===== src/rtl/ika87ad_intc_if.sv =====
// Core-side handshake of the interrupt controller: enables, ack strobes and the
// registered request/code returned to the interrupt sequencer.
interface ika87ad_intc_if #(
    parameter int CODEW = 5
);
    logic             i_INT_EN;
    logic             i_MULTI_IRQ_ENABLED;
    logic             i_MANUAL_ACK;
    logic [CODEW-1:0] i_ACK_CODE;
    logic             i_VEC_ACK;
    logic             o_INT_REQ;
    logic [CODEW-1:0] o_INT_CODE;

    modport master (
        output i_INT_EN, i_MULTI_IRQ_ENABLED, i_MANUAL_ACK, i_ACK_CODE, i_VEC_ACK,
        input  o_INT_REQ, o_INT_CODE
    );

    modport slave (
        input  i_INT_EN, i_MULTI_IRQ_ENABLED, i_MANUAL_ACK, i_ACK_CODE, i_VEC_ACK,
        output o_INT_REQ, o_INT_CODE
    );
endinterface


===== src/rtl/ika87ad_intc.sv =====
// N-channel interrupt flag bank: edge/level capture, masking, fixed-priority
// arbitration (lowest index wins) and a vector-request handshake toward the core.
module ika87ad_intc #(
    parameter int NCH       = 8,
    parameter int CODEW     = 5,
    parameter int CODE_BASE = 0
) (
    input  logic              i_EMUCLK,
    input  logic              i_MRST_n,
    input  logic              i_TICK,
    input  logic [NCH-1:0]    i_IRQ,
    input  logic [NCH-1:0]    i_EDGE_MODE,
    input  logic [NCH-1:0]    i_MASK,
    output logic [NCH-1:0]    o_IFLAG,
    ika87ad_intc_if.slave     core
);

    localparam int CHW = (NCH > 1) ? $clog2(NCH) : 1;

    typedef enum logic [1:0] {
        ST_IDLE = 2'd0,
        ST_REQ  = 2'd1,
        ST_HOLD = 2'd2
    } state_t;

    function automatic logic [CODEW-1:0] code_of(input int idx);
        return CODEW'(CODE_BASE + idx);
    endfunction

    state_t           state_r;
    logic [NCH-1:0]   prev_r;
    logic [NCH-1:0]   flag_r;
    logic [CHW-1:0]   chan_r;
    logic [CODEW-1:0] code_r;
    logic             req_r;

    logic [NCH-1:0]   set_s;
    logic [NCH-1:0]   man_clr_s;
    logic [NCH-1:0]   auto_clr_s;
    logic [NCH-1:0]   flag_nxt_s;
    logic [NCH-1:0]   elig_s;
    logic [CHW-1:0]   win_s;
    logic             any_s;

    // Per-channel set/clear terms; a set always beats a same-tick clear.
    always_comb begin
        set_s      = {NCH{1'b0}};
        man_clr_s  = {NCH{1'b0}};
        auto_clr_s = {NCH{1'b0}};
        for (int i = 0; i < NCH; i++) begin
            set_s[i]      = i_EDGE_MODE[i] ? (i_IRQ[i] & ~prev_r[i]) : i_IRQ[i];
            man_clr_s[i]  = core.i_MULTI_IRQ_ENABLED & core.i_MANUAL_ACK & ~i_MASK[i]
                            & (core.i_ACK_CODE == code_of(i));
            auto_clr_s[i] = ~core.i_MULTI_IRQ_ENABLED & (state_r == ST_REQ)
                            & core.i_VEC_ACK & (chan_r == CHW'(i));
        end
        flag_nxt_s = set_s | (flag_r & ~(man_clr_s | auto_clr_s));
    end

    // Fixed-priority encoder: scanning downward leaves the lowest eligible index.
    always_comb begin
        elig_s = flag_r & ~i_MASK;
        any_s  = |elig_s;
        win_s  = {CHW{1'b0}};
        for (int i = NCH - 1; i >= 0; i--) begin
            if (elig_s[i]) begin
                win_s = CHW'(i);
            end else begin
                win_s = win_s;
            end
        end
    end

    // Flag bank and edge history, both frozen while the tick enable is low.
    always_ff @(posedge i_EMUCLK or negedge i_MRST_n) begin
        if (!i_MRST_n) begin
            prev_r <= {NCH{1'b0}};
            flag_r <= {NCH{1'b0}};
        end else if (i_TICK) begin
            prev_r <= i_IRQ;
            flag_r <= flag_nxt_s;
        end else begin
            prev_r <= prev_r;
            flag_r <= flag_r;
        end
    end

    // Request FSM; the code is latched on entry to REQ and never pre-empted there.
    always_ff @(posedge i_EMUCLK or negedge i_MRST_n) begin
        if (!i_MRST_n) begin
            state_r <= ST_IDLE;
            chan_r  <= {CHW{1'b0}};
            code_r  <= {CODEW{1'b0}};
            req_r   <= 1'b0;
        end else if (i_TICK) begin
            case (state_r)
                ST_IDLE: begin
                    if (core.i_INT_EN && any_s) begin
                        state_r <= ST_REQ;
                        chan_r  <= win_s;
                        code_r  <= code_of(int'(win_s));
                        req_r   <= 1'b1;
                    end else begin
                        req_r   <= 1'b0;
                    end
                end
                ST_REQ: begin
                    if (core.i_VEC_ACK) begin
                        state_r <= ST_HOLD;
                        req_r   <= 1'b0;
                    end else if (!elig_s[chan_r] || !core.i_INT_EN) begin
                        state_r <= ST_IDLE;
                        req_r   <= 1'b0;
                    end else begin
                        req_r   <= 1'b1;
                    end
                end
                // One quiet tick lets the core drop EI before re-arbitration.
                ST_HOLD: begin
                    state_r <= ST_IDLE;
                    req_r   <= 1'b0;
                end
                default: begin
                    state_r <= ST_IDLE;
                    req_r   <= 1'b0;
                end
            endcase
        end else begin
            state_r <= state_r;
            req_r   <= req_r;
        end
    end

    assign o_IFLAG        = flag_r;
    assign core.o_INT_REQ  = req_r;
    assign core.o_INT_CODE = code_r;

endmodule


===== src/flat_wrapper.sv =====
// flat-port wrapper written by rule: the top's interface ports become plain ports
module ika87ad_intc_flat 
#(
    parameter int NCH       = 8,
    parameter int CODEW     = 5,
    parameter int CODE_BASE = 0
)
  (i_EMUCLK, i_MRST_n, i_TICK, i_IRQ, i_EDGE_MODE, i_MASK, o_IFLAG, core_i_INT_EN, core_i_MULTI_IRQ_ENABLED, core_i_MANUAL_ACK, core_i_ACK_CODE, core_i_VEC_ACK, core_o_INT_REQ, core_o_INT_CODE);
  ika87ad_intc_if #(.CODEW(CODEW)) core_i ();
  input  logic i_EMUCLK;
  input  logic i_MRST_n;
  input  logic i_TICK;
  input  logic [NCH-1:0] i_IRQ;
  input  logic [NCH-1:0] i_EDGE_MODE;
  input  logic [NCH-1:0] i_MASK;
  output logic [NCH-1:0] o_IFLAG;
  input wire logic [$bits(core_i.i_INT_EN)-1:0] core_i_INT_EN;
  input wire logic [$bits(core_i.i_MULTI_IRQ_ENABLED)-1:0] core_i_MULTI_IRQ_ENABLED;
  input wire logic [$bits(core_i.i_MANUAL_ACK)-1:0] core_i_MANUAL_ACK;
  input wire logic [$bits(core_i.i_ACK_CODE)-1:0] core_i_ACK_CODE;
  input wire logic [$bits(core_i.i_VEC_ACK)-1:0] core_i_VEC_ACK;
  output wire logic [$bits(core_i.o_INT_REQ)-1:0] core_o_INT_REQ;
  output wire logic [$bits(core_i.o_INT_CODE)-1:0] core_o_INT_CODE;
  assign core_i.i_INT_EN = core_i_INT_EN;
  assign core_i.i_MULTI_IRQ_ENABLED = core_i_MULTI_IRQ_ENABLED;
  assign core_i.i_MANUAL_ACK = core_i_MANUAL_ACK;
  assign core_i.i_ACK_CODE = core_i_ACK_CODE;
  assign core_i.i_VEC_ACK = core_i_VEC_ACK;
  assign core_o_INT_REQ = core_i.o_INT_REQ;
  assign core_o_INT_CODE = core_i.o_INT_CODE;
  ika87ad_intc #(.NCH(NCH), .CODEW(CODEW), .CODE_BASE(CODE_BASE)) u_core (.i_EMUCLK(i_EMUCLK), .i_MRST_n(i_MRST_n), .i_TICK(i_TICK), .i_IRQ(i_IRQ), .i_EDGE_MODE(i_EDGE_MODE), .i_MASK(i_MASK), .o_IFLAG(o_IFLAG), .core(core_i));
endmodule

===== config.mk =====
export PLATFORM = sky130hd
export DESIGN_NAME = ika87ad_intc_flat
export DESIGN_NICKNAME = d
export VERILOG_FILES = /design/src/rtl/ika87ad_intc_if.sv /design/src/rtl/ika87ad_intc.sv /design/src/flat_wrapper.sv
export SDC_FILE = /design/constraint.sdc
export NUM_CORES = 1
export LEC_CHECK = 0
export ABC_CLOCK_PERIOD_IN_PS = 4580
export BUFFER_PORTS_ARGS = -buffer_cell sky130_fd_sc_hd__buf_4
export CAP_MARGIN = 20
export CORE_MARGIN = 5
export CORE_UTILIZATION = 52
export CTS_CLUSTER_DIAMETER = 50
export DETAILED_ROUTE_END_ITERATION = 8
export GPL_TIMING_DRIVEN = 1
export PLACE_DENSITY = 0.84
export SLEW_MARGIN = 20
export SYNTH_ARGS = -nofsm -noshare
export SYNTH_HDL_FRONTEND = slang
export SYNTH_SLANG_ARGS = --single-unit

===== constraint.sdc =====
create_clock -name i_EMUCLK -period 4.58 [get_ports i_EMUCLK]
set_clock_uncertainty 0.2 [all_clocks]
set_input_delay 0.687 -clock i_EMUCLK [delete_from_list [all_inputs] [get_ports i_EMUCLK]]
set_output_delay 0.687 -clock i_EMUCLK [all_outputs]
set_load 0.02 [all_outputs]

==> results of run 1 <==
==> worst max-delay path by stage <==
stage	from	end	slack, ps	cells after the start
detailed placement	core_i_ACK_CODE[3]	u_core.o_IFLAG[5]	2390	6
CTS	u_core.chan_r[1]	core_o_INT_CODE[1]	2560	1
floorplan	core_i_ACK_CODE[3]	u_core.o_IFLAG[3]	2700	5
finish	u_core.chan_r[1]	core_o_INT_CODE[1]	2560	1
global route	u_core.chan_r[1]	core_o_INT_CODE[1]	2490	1
global placement	core_i_ACK_CODE[3]	u_core.o_IFLAG[7]	2430	6
==> metal layers <==
| metal | part of all wire (%) | up-vias | global-route usage [%] | wire length [um] |
|---|---|---|---|---|
| li1 | - | 565 | - | - |
| met1 | 42 | 571 | 27.3 | 1340 |
| met2 | 49 | 52 | 28.9 | 1560 |
| met3 | 8.6 | 4 | 2.31 | 274 |
| met4 | 1.0 | 0 | 7.43 | 33 |
| met5 | 0 | - | 0 | 0 |
==> layout make-up <==
class                           count  area, um2
Inverter                            3       11.3
Clock buffer                        4       36.3
Timing Repair Buffer               47        353
Tap cell                           30       37.5
Sequential cell                    22        551
Fill cell                         207        742
Multi-Input combinational cell     98        747
==> power breakdown <==
part / switching [mW] / total (mW) / internal [mW]
Combinational: 0.0893 / 0.190 / 0.101
Clock: 0.0604 / 0.109 / 0.0486
Sequential: 0.0420 / 0.264 / 0.222
==> cells by family (layout without fill, tap and decap cells) <==
kind of cell | count (synthesis) | after routing
flip-flops | 22 | 22
other | 1 | 2
buffers and inverters | 10 | 54
multiplexers | 13 | 13
AO/OA/AOI/OAI | 27 | 27
AND/OR/NAND/NOR | 56 | 56
==> flip-flops by register name, summed over array words and instances, names as in the netlist <==
| register | cells |
|---|---|
| u_core.o_IFLAG | 8 |
| u_core.prev_r | 8 |
| u_core.chan_r | 3 |
| u_core.state_r | 2 |
| u_core.core.o_INT_REQ | 1 |
==> Yosys cell counts, drive strengths merged (3+ instances only) <==
cell    count  share of area [%]
inv         3               0.83
buf         6                3.5
nor3        3                1.1
nand3       3                1.5
nor2        4                1.1
nor4        4                2.8
nand2b      7                3.2
o32ai       6                3.9
dfrtp      22                 41
o21ai       3                1.1
nor2b       9                6.7
mux2       10                8.3
nand2      18                5.0
a21oi       4                1.5
a32o        6                4.4
==> impl_metrics.json, run 1 <==
{
  "cpMaxStageDelayCell": "dfrtp_1",
  "via_count": 1192,
  "syn_to_final_growth_pct": 28.0,
  "drt_iter0_drc": 36,
  "rsz0062_at_grt": "no",
  "htreeDepth": 1,
  "p_leak_nw": 0.770,
  "status": "finished clean",
  "yosysSeqAreaShare_pct": 40.6,
  "cts_tree": "built",
  "synth_area_um2": 1360,
  "cp-start-kind": "flop",
  "path_clk_slew_ps": 120,
  "grt_usage_pct": 18.9,
  "grt_max_degree": 31,
  "dpl.hpwl_um": 2490,
  "crit_path_end_kind": "output port",
  "yosys.area_share.simple_pct": 27.7,
  "dr.pass1.iters": 4,
  "layout-drive-gt1-share_pct": 42.0,
  "cp_max_fo": 12,
  "synth-edff-count": 0,
  "worstSetupPathType": "reg -> out",
  "core_region_area_um2": 2480,
  "cts_resized": 0,
  "crit_required_ps": 3690,
  "clkLatencyLatePin_ps": 310,
  "wire_per_inst_um": 15.7,
  "final_util_pct": 70.1,
  "rows": 18,
  "period_needed_ps": 2020,
  "synth_fa_ha_area_share_pct": 0,
  "antenna_cells": 0,
  "cts_hold_buf": 0,
  "rr_startpoint": "u_core.o_IFLAG[4]",
  "routed_via_density": 5.84,
  "place_ws_ps": 2390,
  "arrival_ps": 1140,
  "p_per_area_nw_per_um2": 325,
  "path_cells": "buf_4",
  "synth-compound-area-share_pct": 15.4,
  "drt.antenna.violating_nets": 0,
  "detailed_place.area_um2": 1700,
  "finalCritPeriodShare_pct": 44.2,
  "synth_warnings": 0,
  "dieArea_um2": 3730,
  "netlist_instances": 129,
  "dp_cells": 200,
  "clockRootBuffer": "clkbuf_4",
  "ys.flop_type": "dfrtp_1",
  "stdcell_count": 204,
  "grt_pass1_wl_um": 5280,
  "cts_buffers": 3,
  "grt_overflow": 0,
  "cts_sinks": 22,
  "fmax_ghz": 0.494,
  "path_buf_inv": 1,
  "synth_async_sr_flop_share_pct": 100,
  "finalHoldViolCount": 0,
  "vdd_drop_max_v": 0.000272,
  "clock_path_buffers": 2,
  "ios": 50,
  "yosysUniqueCellTypes": 40,
  "synth_top_family_by_area": "simple AND/OR/NAND/NOR gates",
  "power_mw": 0.563,
  "cap_violations": 0,
  "setup_viol": 0,
  "r2r-end": "u_core.chan_r[1]",
  "grt_antenna_before_repair": 0,
  "yosys-mux-area-fraction_pct": 11.4,
  "ff2ff_path_depth": 5,
  "post_cts_buffers": 0,
  "grt_pass1_vias": 1184,
  "io_buffers": 47,
  "rrSetupSlack_ps": 2770,
  "min_path_type": "in -> async",
  "stdcell_area_um2": 1740,
  "synth.avg_cell_area_um2": 10.5,
  "timing.final.ws_setup_ps": 2560,
  "slew_violations": 0,
  "die_h_um": 61.1,
  "final_cell_mix": "buf_4 (47), dfrtp_1 (22), nand2_1 (18)",
  "slowest_delay_ps": 600,
  "timing.hold.ws_ps": 36.6,
  "synth-xor-area-share_pct": 0,
  "layout_commonest_cell": "buf_4",
  "crit_family": "flip-flops",
  "nets": 211,
  "initial_utilization_pct": 54.7,
  "wl_um": 3200,
  "synth_seq_cells": 22,
  "die_x_um": 61.1,
  "setup_tns_ps": 0,
  "drc": 0,
  "routabilityCongestion": 0.906
}
Note: power is estimated with default switching activity, not from simulation.
==> inputs of run 2 (changes only) <==
--- a/config.mk
+++ b/config.mk
@@ -5,15 +5,15 @@
 export SDC_FILE = /design/constraint.sdc
 export NUM_CORES = 1
 export LEC_CHECK = 0
-export ABC_CLOCK_PERIOD_IN_PS = 4580
+export ABC_CLOCK_PERIOD_IN_PS = 1700
 export BUFFER_PORTS_ARGS = -buffer_cell sky130_fd_sc_hd__buf_4
 export CAP_MARGIN = 20
 export CORE_MARGIN = 5
-export CORE_UTILIZATION = 52
+export CORE_UTILIZATION = 44
 export CTS_CLUSTER_DIAMETER = 50
 export DETAILED_ROUTE_END_ITERATION = 8
 export GPL_TIMING_DRIVEN = 1
-export PLACE_DENSITY = 0.84
+export PLACE_DENSITY = 0.75
 export SLEW_MARGIN = 20
 export SYNTH_ARGS = -nofsm -noshare
 export SYNTH_HDL_FRONTEND = slang
==> constraint.sdc (replaced) <==
create_clock -name i_EMUCLK -period 1.7 [get_ports i_EMUCLK]
set_clock_uncertainty 0.2 [all_clocks]
set_input_delay 0.255 -clock i_EMUCLK [delete_from_list [all_inputs] [get_ports i_EMUCLK]]
set_output_delay 0.255 -clock i_EMUCLK [all_outputs]
set_load 0.02 [all_outputs]
==> impl_metrics.json, run 2 (synthesis gave the netlist of run 1 again) <==
{
  "status": "finished, violations left",
  "violations": "setup timing",
  "final_util_pct": 66.0,
  "rsz0062_at_grt": "yes",
  "grt_pass1_vias": 1340,
  "grt_antenna_before_repair": 0,
  "antenna_cells": 0,
  "wl_um": 3770,
  "arrival_ps": 1750,
  "dpl.hpwl_um": 2790,
  "slew_violations": 0,
  "cap_violations": 0,
  "htreeDepth": 1,
  "multiInputGateArea_um2": 805,
  "via_count": 1295,
  "clkLatencyLatePin_ps": 310,
  "crit_required_ps": 1710,
  "cp-start-kind": "flop",
  "vdd_drop_max_v": 0.000489,
  "cp_max_fo": 4,
  "die_h_um": 65.5,
  "cpMaxStageDelayCell": "dfrtp_2",
  "routabilityCongestion": 0.895,
  "initial_utilization_pct": 45.2,
  "final_cell_mix": "buf_4 (58), nand2_1 (17), dfrtp_1 (14)",
  "cts_tree": "built",
  "setup_viol": 4,
  "timing.hold.ws_ps": 25.7,
  "min_path_type": "in -> reg",
  "crit_family": "simple AND/OR/NAND/NOR gates",
  "slowest_delay_ps": 440,
  "grt_usage_pct": 18.4,
  "clock_path_buffers": 2,
  "timing.final.ws_setup_ps": -47.1,
  "dieArea_um2": 4290,
  "routed_via_density": 5.68,
  "path_clk_slew_ps": 120,
  "rows": 20,
  "drc": 0,
  "p_leak_nw": 0.876,
  "syn_to_final_growth_pct": 46.0,
  "path_buf_inv": 0,
  "regArea_um2": 561,
  "worstMarginPinSlew_ps": 525,
  "layout_commonest_cell": "buf_4",
  "die_x_um": 65.5,
  "layout-drive-gt1-share_pct": 50.3,
  "crit_path_end_kind": "flop",
  "grt_max_degree": 31,
  "worstSetupPathType": "reg -> reg",
  "drt.antenna.violating_nets": 0,
  "drt_iter0_drc": 46,
  "nets": 232,
  "p_per_area_nw_per_um2": 829,
  "io_buffers": 47,
  "fillers": 264,
  "grt_pass1_wl_um": 6080,
  "cts_sinks": 22,
  "path_cells": "nor2b_2 -> nor4_4 -> nand2_2 -> nand3_4 -> mux2_4",
  "core_region_area_um2": 3000,
  "finalCritPeriodShare_pct": 103,
  "period_needed_ps": 1750,
  "finalHoldViolCount": 0,
  "stdcell_area_um2": 1980,
  "ios": 50,
  "dr.pass1.iters": 4,
  "cts_buffers": 3,
  "grt_overflow": 0,
  "fmax_ghz": 0.572,
  "clockRootBuffer": "clkbuf_4",
  "detailed_place.area_um2": 1780,
  "place_ws_ps": -45.1,
  "wire_per_inst_um": 16.5,
  "relSlewSlack_pct": 64.9
}
==> run 2: cell count changes in the layout (fill, tap and decap cells not counted), moves of 2 or more <==
cell,previous run,this run
dfrtp_1,22,14
nor4_4,0,2
dfrtp_2,0,8
mux2_1,2,0
dlygate4sd3_1,0,9
mux2_4,0,2
nor2b_4,4,6
buf_4,47,58
nor4_2,2,0
==> run 2: metrics by stage <==
step	power, mW	cells	TNS [ps]
after floorplan	1.09	130	-39.5
after global placement	1.31	211	-54.7
after detailed placement	1.33	211	-101
after CTS	1.61	228	-25.5
after global routing	1.73	228	-629
final	1.64	228	-154
==> run 2: final timing paths <==
check                                   from                 to  slack (ps)  cells past startpoint
min in group asynchronous           i_MRST_n  u_core.state_r[0]         160                      2
min reg2reg                 u_core.prev_r[1]   u_core.prev_r[1]         330                      1
max                        u_core.o_IFLAG[1]   u_core.chan_r[1]         -50                      5
min                           core_i_VEC_ACK  u_core.state_r[1]          30                      3
max reg2reg                u_core.o_IFLAG[1]   u_core.chan_r[1]         -50                      5
max in group asynchronous           i_MRST_n  u_core.o_IFLAG[6]         900                      2
==> run 2: worst register-to-register path: stages, from the launching register on <==
cell and delay (ps):
dfrtp_2 440, nor2b_2 180, nor4_4 290, nand2_2 120, nand3_4 110, mux2_4 310
==> run 2: layout make-up <==
class | count | share of cell area, %
Multi-Input combinational cell | 98 | 40.6
Sequential cell | 22 | 28.3
Timing Repair Buffer | 68 | 27.1
Tap cell | 33 | 2.08
Clock buffer | 4 | 1.33
Inverter | 3 | 0.569
==> run 2: power by group <==
group	internal (mW)	total [mW]	switching (mW)
Combinational	0.367	0.690	0.324
Clock	0.0916	0.255	0.164
Sequential	0.605	0.696	0.0908
==> run 2: what timing repair did <==
action                                 in CTS  in global routing
setup endpoints to repair                   3                  9
pin swaps                                   1                  1
setup buffers                               4                  0
resized for setup                           3                  7
hold buffers                                9                  0
endpoints found under the hold margin      38                  0
==> run 2: metal layers <==
| metal | GRT usage, % | wire, um | vias to the layer above |
|---|---|---|---|
| li1 | - | - | 613 |
| met1 | 21.3 | 1530 | 626 |
| met2 | 34.3 | 1950 | 51 |
| met3 | 4.10 | 258 | 5 |
| met4 | 4.40 | 31 | 0 |
| met5 | 0 | 0 | - |
